<file path="src/rtl/mac_seq_ctrl.sv">
// Tap sequencer for the shared MAC datapath: clear, address sweep, pipeline drain, rescale.
// Define MAC_SEQ_CTRL_SAT_EN to saturate the rescaled result instead of wrapping it.
module mac_seq_ctrl #(
    parameter int unsigned N       = 25,
    parameter int unsigned TAPS    = 5,
    parameter int unsigned ADDR_W  = 3,
    parameter int unsigned MUL_LAT = 1,
    parameter int unsigned SHIFT   = 19
) (
    input  logic              clk,
    input  logic              rst_n,
    input  logic              start,
    output logic              busy,
    output logic [ADDR_W-1:0] tap_addr,
    output logic              mac_clr,
    output logic              mac_en,
    input  logic [2*N-1:0]    acc_in,
    output logic [N-1:0]      y_out,
    output logic              done,
    output logic              overrun,
    output logic              sat
);

    typedef enum logic [2:0] {StIdle, StClear, StRun, StDrain, StOut} state_e;

    localparam int unsigned CntW = 8;

    state_e            state_q, state_d;
    logic [CntW-1:0]   cnt_q, cnt_d;
    logic              go_q, go_d;
    logic              busy_q, busy_d;
    logic [ADDR_W-1:0] tap_q, tap_d;
    logic              clr_q, clr_d;
    logic [MUL_LAT:0]  pipe_q, pipe_d;
    logic [N-1:0]      y_q, y_d;
    logic              done_q, done_d;
    logic              ovr_q, ovr_d;
    logic              sat_q, sat_d;

    logic              accept;
    logic [N-1:0]      y_new;
    logic              sat_new;

`ifdef MAC_SEQ_CTRL_SAT_EN
    logic [N-SHIFT:0]  upper;
    logic              unused_acc;

    assign upper      = acc_in[2*N-1:SHIFT+N-1];
    assign unused_acc = ^acc_in[SHIFT-1:0];

    always_comb begin
        y_new   = acc_in[SHIFT+N-1:SHIFT];
        sat_new = 1'b0;
        if (!((&upper) || (~|upper))) begin
            y_new   = acc_in[2*N-1] ? {1'b1, {(N-1){1'b0}}} : {1'b0, {(N-1){1'b1}}};
            sat_new = 1'b1;
        end
    end
`else
    logic              unused_acc;

    assign unused_acc = ^{acc_in[2*N-1:SHIFT+N], acc_in[SHIFT-1:0]};
    assign y_new      = acc_in[SHIFT+N-1:SHIFT];
    assign sat_new    = 1'b0;
`endif

    // busy_q already covers the accept cycle, the pending cycle and the done cycle.
    assign accept = start && !busy_q;

    always_comb begin
        state_d = state_q;
        cnt_d   = cnt_q;
        go_d    = go_q;
        unique case (state_q)
            StIdle: begin
                if (go_q) begin
                    state_d = StClear;
                    go_d    = 1'b0;
                end else if (accept) begin
                    go_d = 1'b1;
                end
            end
            StClear: begin
                state_d = StRun;
                cnt_d   = '0;
            end
            StRun: begin
                if (cnt_q == CntW'(TAPS - 1)) begin
                    state_d = StDrain;
                    cnt_d   = '0;
                end else begin
                    cnt_d = cnt_q + CntW'(1);
                end
            end
            StDrain: begin
                if (cnt_q == CntW'(MUL_LAT)) begin
                    state_d = StOut;
                end else begin
                    cnt_d = cnt_q + CntW'(1);
                end
            end
            StOut: begin
                state_d = StIdle;
                cnt_d   = '0;
            end
            default: state_d = StIdle;
        endcase

        busy_d = accept || go_q || (state_q != StIdle);
        ovr_d  = start && busy_q;
        clr_d  = (state_q == StClear);
        tap_d  = tap_q;
        if (state_q == StClear) begin
            tap_d = '0;
        end else if (state_q == StRun) begin
            tap_d = cnt_q[ADDR_W-1:0];
        end

        // Stage 0 is the issue flag aligned with tap_addr; the last stage is mac_en.
        pipe_d[0] = (state_q == StRun);
        for (int k = 1; k <= int'(MUL_LAT); k++) begin
            pipe_d[k] = pipe_q[k-1];
        end

        done_d = (state_q == StOut);
        y_d    = done_d ? y_new : y_q;
        sat_d  = done_d ? sat_new : sat_q;
    end

    always_ff @(posedge clk or negedge rst_n) begin
        if (!rst_n) begin
            state_q <= StIdle;
            cnt_q   <= '0;
            go_q    <= 1'b0;
            busy_q  <= 1'b0;
            tap_q   <= '0;
            clr_q   <= 1'b0;
            pipe_q  <= '0;
            y_q     <= '0;
            done_q  <= 1'b0;
            ovr_q   <= 1'b0;
            sat_q   <= 1'b0;
        end else begin
            state_q <= state_d;
            cnt_q   <= cnt_d;
            go_q    <= go_d;
            busy_q  <= busy_d;
            tap_q   <= tap_d;
            clr_q   <= clr_d;
            pipe_q  <= pipe_d;
            y_q     <= y_d;
            done_q  <= done_d;
            ovr_q   <= ovr_d;
            sat_q   <= sat_d;
        end
    end

    assign busy     = busy_q;
    assign tap_addr = tap_q;
    assign mac_clr  = clr_q;
    assign mac_en   = pipe_q[MUL_LAT];
    assign y_out    = y_q;
    assign done     = done_q;
    assign overrun  = ovr_q;
    assign sat      = sat_q;

endmodule

</file>
<file path="config.mk">
export PLATFORM = sky130hd
export DESIGN_NAME = mac_seq_ctrl
export DESIGN_NICKNAME = d
export VERILOG_FILES = /design/src/rtl/mac_seq_ctrl.sv
export SDC_FILE = /design/constraint.sdc
export NUM_CORES = 1
export LEC_CHECK = 0
export BUFFER_PORTS_ARGS = -buffer_cell sky130_fd_sc_hd__buf_4
export CAP_MARGIN = 25
export CORE_AREA = 2 2 72 67
export CTS_CLUSTER_DIAMETER = 30
export CTS_CLUSTER_SIZE = 16
export DETAILED_ROUTE_END_ITERATION = 6
export DIE_AREA = 0 0 74 69
export GPL_TIMING_DRIVEN = 1
export PLACE_DENSITY = 0.78
export SETUP_SLACK_MARGIN = 0.2
export SYNTH_ARGS = -nofsm -noshare
export SYNTH_HDL_FRONTEND = slang
export SYNTH_SLANG_ARGS = --single-unit
</file>
<file path="constraint.sdc">
create_clock -name clk -period 1.9 [get_ports clk]
set_input_delay 0.38 -clock clk [delete_from_list [all_inputs] [get_ports clk]]
set_output_delay 0.38 -clock clk [all_outputs]
set_load 0.02 [all_outputs]
</file>
# Yosys cells after proc, flatten, opt, wreduce, memory -nomap -nowiden
# Index checks and enable logic that the tools add are counted.
# op_classes
add_sub_neg	1
n_eq_ne	10
mux	11
n_reduce_logical	12
# ops
cell	count
8-bit one-hot mux with 3 select lines	1
8-bit 2-to-1 mux	2
3-bit 2-to-1 mux	5
3-bit one-hot mux with 4 select lines	1
8-bit by 1-bit adder with 8-bit output (second input constant)	1
8-bit by 1-bit equality test with 1-bit output (second input constant)	1
8-bit by 3-bit equality test with 1-bit output (second input constant)	1
3-bit by 2-bit equality test with 1-bit output (second input constant)	2
2-bit inequality test (second input constant)	3
3-bit nonzero test	2
3-bit by 1-bit equality test with 1-bit output (second input constant)	1
3-bit equality test (second input constant)	1
3-bit zero test	1
3-bit AND reduction	1
1-bit logical AND	2
1-bit logical OR	2
1-bit 2-to-1 mux	2
2-bit by 1-bit inequality test with 1-bit output (second input constant)	1
2-bit AND reduction	1
2-bit nonzero test	1
2-bit OR reduction	1
1-bit zero test	1
# word_totals
ff_bits	46
input_bits	53
word_cells	44

# Longest topological paths before layout
# depth
depth_word	4
ltp_mapped	7

# Worst setup path before layout
# No wires, ideal clock.
# synth_path
path_kind	register to register
startpoint	register state_q[0]
endpoint	register cnt_q[2]
setup_time_ns	0.078
arrival_time_ns	1.595
required_time_ns	1.822
path_slack_ns	0.227
path_stages_with_launch	8
path_buffers	1
synth_period_minus_slack_ns	1.673
path_cell_list	dfrtp_1 -> buf_6 -> or3b_4 -> clkinv_8 -> nor2_4 -> o21a_4 -> or3_1 -> a21oi_1
# synth_between
elab_chain_len	4
# synth_lines
element	line	rtl
start, declared	28	state_e state_q, state_d;
start signal, assigned	132	state_q <= StIdle;
start signal, assigned	144	state_q <= state_d;
3-bit by 1-bit equality test with 1-bit output or 3-bit equality test (tied branches)	74	unique case (state_q)
2-bit OR reduction (no line)	--	
3-bit nonzero test (no line)	--	
2-bit AND reduction (no line)	--	
end signal, assigned	145	cnt_q <= cnt_d;
end, declared	29	logic [CntW-1:0] cnt_q, cnt_d;
# Parallel ways exist; a longest one is shown, timed or not.
# A chain may end at the register's enable or synchronous reset.

# Worst setup path in the final report
# layout_path
startpoint	register cnt_q[6]
endpoint	register cnt_q[4]
# layout_between
elab_chain_len	3
# layout_lines
element	line
8-bit by 3-bit equality test with 1-bit output or 8-bit by 1-bit equality test with 1-bit output (tied branches)	88, 96
8-bit 2-to-1 mux or 2-bit inequality test (tied branches)	--
8-bit one-hot mux with 3 select lines or 2-bit AND reduction (tied branches)	--
# Parallel ways exist; a longest one is shown, timed or not.

==> out/metrics.yaml <==
synth:
  seq_area_frac_synth: 0.591
  netlist_area_mm2: 0.00195
  postSynthCellCount: 148
  syn_nets: 204
  yosysWarnings: 0
  syn_avg_cell_area_um2: 13.2
  ys_ff_latch: 46
  ys_types: 38
die:
  ios: 87
  start_util: 0.449
  core-area_mm2: 0.00435
  die-area_mm2: 0.00511
  die-width_um: 74
  die_y_um: 69
  rows: 23
placement:
  place_inst: 271
  dp_slack_ns: 0.0624
  place_hpwl_mm: 2.74
  gp_congestion: 0.859
  numPortBuffers: 60
drt:
  first_pass_iters: 4
  num_vias: 1383
  dr.first_iter.drc_count: 65
  final_antenna_net_count: 0
  drc: 0
  totalWireLength_mm: 3.78
  post_drt_wl_per_cell_um: 13.4
  vias_per_cell: 4.89
timing:
  tns_ns: 0
  relSlewSlack: 0.630
  maxSlewViolCount: 0
  fin_crit_ns: 1.73
  timing.final.ws_setup_ns: 0.165
  skew_ns: 0.00586
  hold_violations: 0
  timing.final.crit_share: 0.913
  tightest_slew_ns: 0.555
  fmax_mhz: 576
  grt_setup_unrepaired: "true"
  setup_viol: 0
power_and_ir_drop:
  max-vdd-ir-drop_mv: 0.654
  p_leak_nw: 1.34
  p_total_mw: 3.99
  power_density_mw_per_mm2: 1490
global_route:
  grt_usage: 0.148
  grt_pass1_vias: 1314
  grt_pass1_wl_mm: 5.89
  grt-ovfl-total: 0
  antenna_found_initial: 0
  grt_max_degree: 47
critical_path:
  crit_chain: "or4_4, o32ai_2, a221oi_2, nand2_1, o311ai_1"
  cp-start-kind: "register"
  critPathKind: "reg -> reg"
  cp-startpoint: "cnt_q[6]"
  path_max_fanout: 4
  timing.rr.start: "cnt_q[6]"
  arrival_ns: 1.90
  cp_slowest_cell: "or4_4"
  cp_slowest_stage_delay_ns: 0.57
  critPathRequiredTime_ns: 2.06
  endpoint_kind: "register"
finish:
  final_common_cell: "buf_4"
  drive_above_1_share: 0.543
  mostFrequentLayoutCells: "buf_4, dfrtp_1, mux2_2"
  stdcell_count: 283
  antenna_cells: 0
  layout.nets: 276
  area_growth_syn_to_layout_pct: 37.3
  n_fill_cell: 333
  final_core_util: 0.616
clock_network:
  cts.sinks: 46
  clock_tree.buffer_depth: 2
  cts_buffers: 5
  cts_tree: "yes"
  clkTransAtPathRegs_ns: 0.08
  htreeDepth: 2
  clk_latency_ns: 0.29
  root_buffer: "clkbuf_8"
  cts_hold_buf: 0
worst_hold_path:
  worstHoldPathType: "in -> async"
flow_run:
  drv_cap: 0
outcome:
  status: "finished, final reports clean"
## final cells by class
type,instances,area [um^2],share of cell area
Clock buffer,6,72.6,0.0271
Sequential cell,46,1150,0.431
Inverter,7,38.8,0.0145
Timing Repair Buffer,71,533,0.199
Clock inverter,2,37.5,0.0140
Multi-Input combinational cell,89,764,0.286
Tap cell,62,77.6,0.0290
## through the flow
| stage | cell area [um^2] | hold slack [ns] |
|---|---|---|
| 6_report | 2680 | 0.0697 |
| 5_1_grt | 2680 | 0.113 |
| 4_1_cts | 2650 | 0.0858 |
| 3_5_place_dp | 2490 | 0.342 |
| 3_3_place_gp | 2490 | 0.335 |
| 2_1_floorplan | 1950 | 0.0844 |
## sequential cells by signal, indices dropped and copies added (netlist names)
name and count:
y_out 25, cnt_q 8, state_q 3, tap_addr 3
pipe_q 2, busy 1, done 1, go_q 1
mac_clr 1, overrun 1
## critical path: cells and delay by family, from the launching register on
family,cells,cell delay (ns)
and+or+nand+nor,2,0.68
AOI/OAI and AO/OA,3,0.51
DFF,1,0.42
## layer usage
layer  share of wire  wire, um  up-vias  track usage
met5               0         0        -            0
met1            0.42      1600      658        0.181
met4           0.011        41        0       0.0646
met3           0.090       339        6       0.0497
li1                -         -      663            -
met2            0.48      1800       56        0.233
## cells in the mapped netlist
master / n / area share
o21a_4: 1 / 0.0077
o21bai_1: 1 / 0.0039
nand2_1: 7 / 0.013
nand3_1: 3 / 0.0077
dfrtp_1: 46 / 0.59
buf_4: 2 / 0.0077
o21ai_0: 4 / 0.010
a22o_1: 3 / 0.013
or3b_4: 1 / 0.0058
mux2_2: 26 / 0.15
and3_1: 2 / 0.0064
nor3b_2: 1 / 0.0064
o22ai_1: 1 / 0.0032
nor2_1: 8 / 0.015
nor4_1: 1 / 0.0032
nor2_4: 1 / 0.0058
conb_1: 1 / 0.0019
nor3_1: 2 / 0.0051
buf_2: 2 / 0.0051
buf_6: 1 / 0.0058
nor3b_1: 1 / 0.0039
nor2b_1: 1 / 0.0032
o32ai_1: 1 / 0.0045
clkbuf_2: 1 / 0.0026
a211o_1: 1 / 0.0045
nand3b_1: 1 / 0.0039
and2_1: 1 / 0.0032
a221oi_1: 1 / 0.0045
a211oi_2: 2 / 0.013
ha_1: 3 / 0.019
xnor2_1: 4 / 0.018
a21oi_1: 5 / 0.013
or3_1: 1 / 0.0032
or4_1: 1 / 0.0039
nand2b_1: 2 / 0.0064
inv_1: 6 / 0.012
clkinv_8: 1 / 0.0083
o311ai_1: 1 / 0.0045
## timing repair
action / CTS / global route
pin swaps: 1 / 3
endpoints found under the hold margin: 0 / 0
setup buffers: 3 / 1
resized for setup: 6 / 5
endpoints found under the setup margin: 21 / 9
## path summary, 6_finish.rpt
kind | endpoint | depth (start not counted) | slack [ns]
max | cnt_q[4] | 5 | 0.17
min | y_out[22] | 1 | 0.07
max reg2reg | cnt_q[4] | 5 | 0.17
min reg2reg | pipe_q[1] | 0 | 0.37
max in group asynchronous | state_q[2] | 1 | 1.43
min in group clk | y_out[4] | 2 | 0.32
## where the power goes
part	internal (mW)	total, mW	switching, mW
sequential	1.33	1.54	0.206
combinational	0.847	1.75	0.901
clock	0.392	0.707	0.315
## cell families after synthesis
family	after synthesis	synth area share
muxes	26	0.150
and+or+nand+nor	34	0.0969
DFF	46	0.590
adders and majority gates	3	0.0193
buffers and inverters	13	0.0411
xor gates and xnor gates	4	0.0180
other	1	0.00192
AOI/OAI and AO/OA	21	0.0822
(Power assumes the default switching activity.)
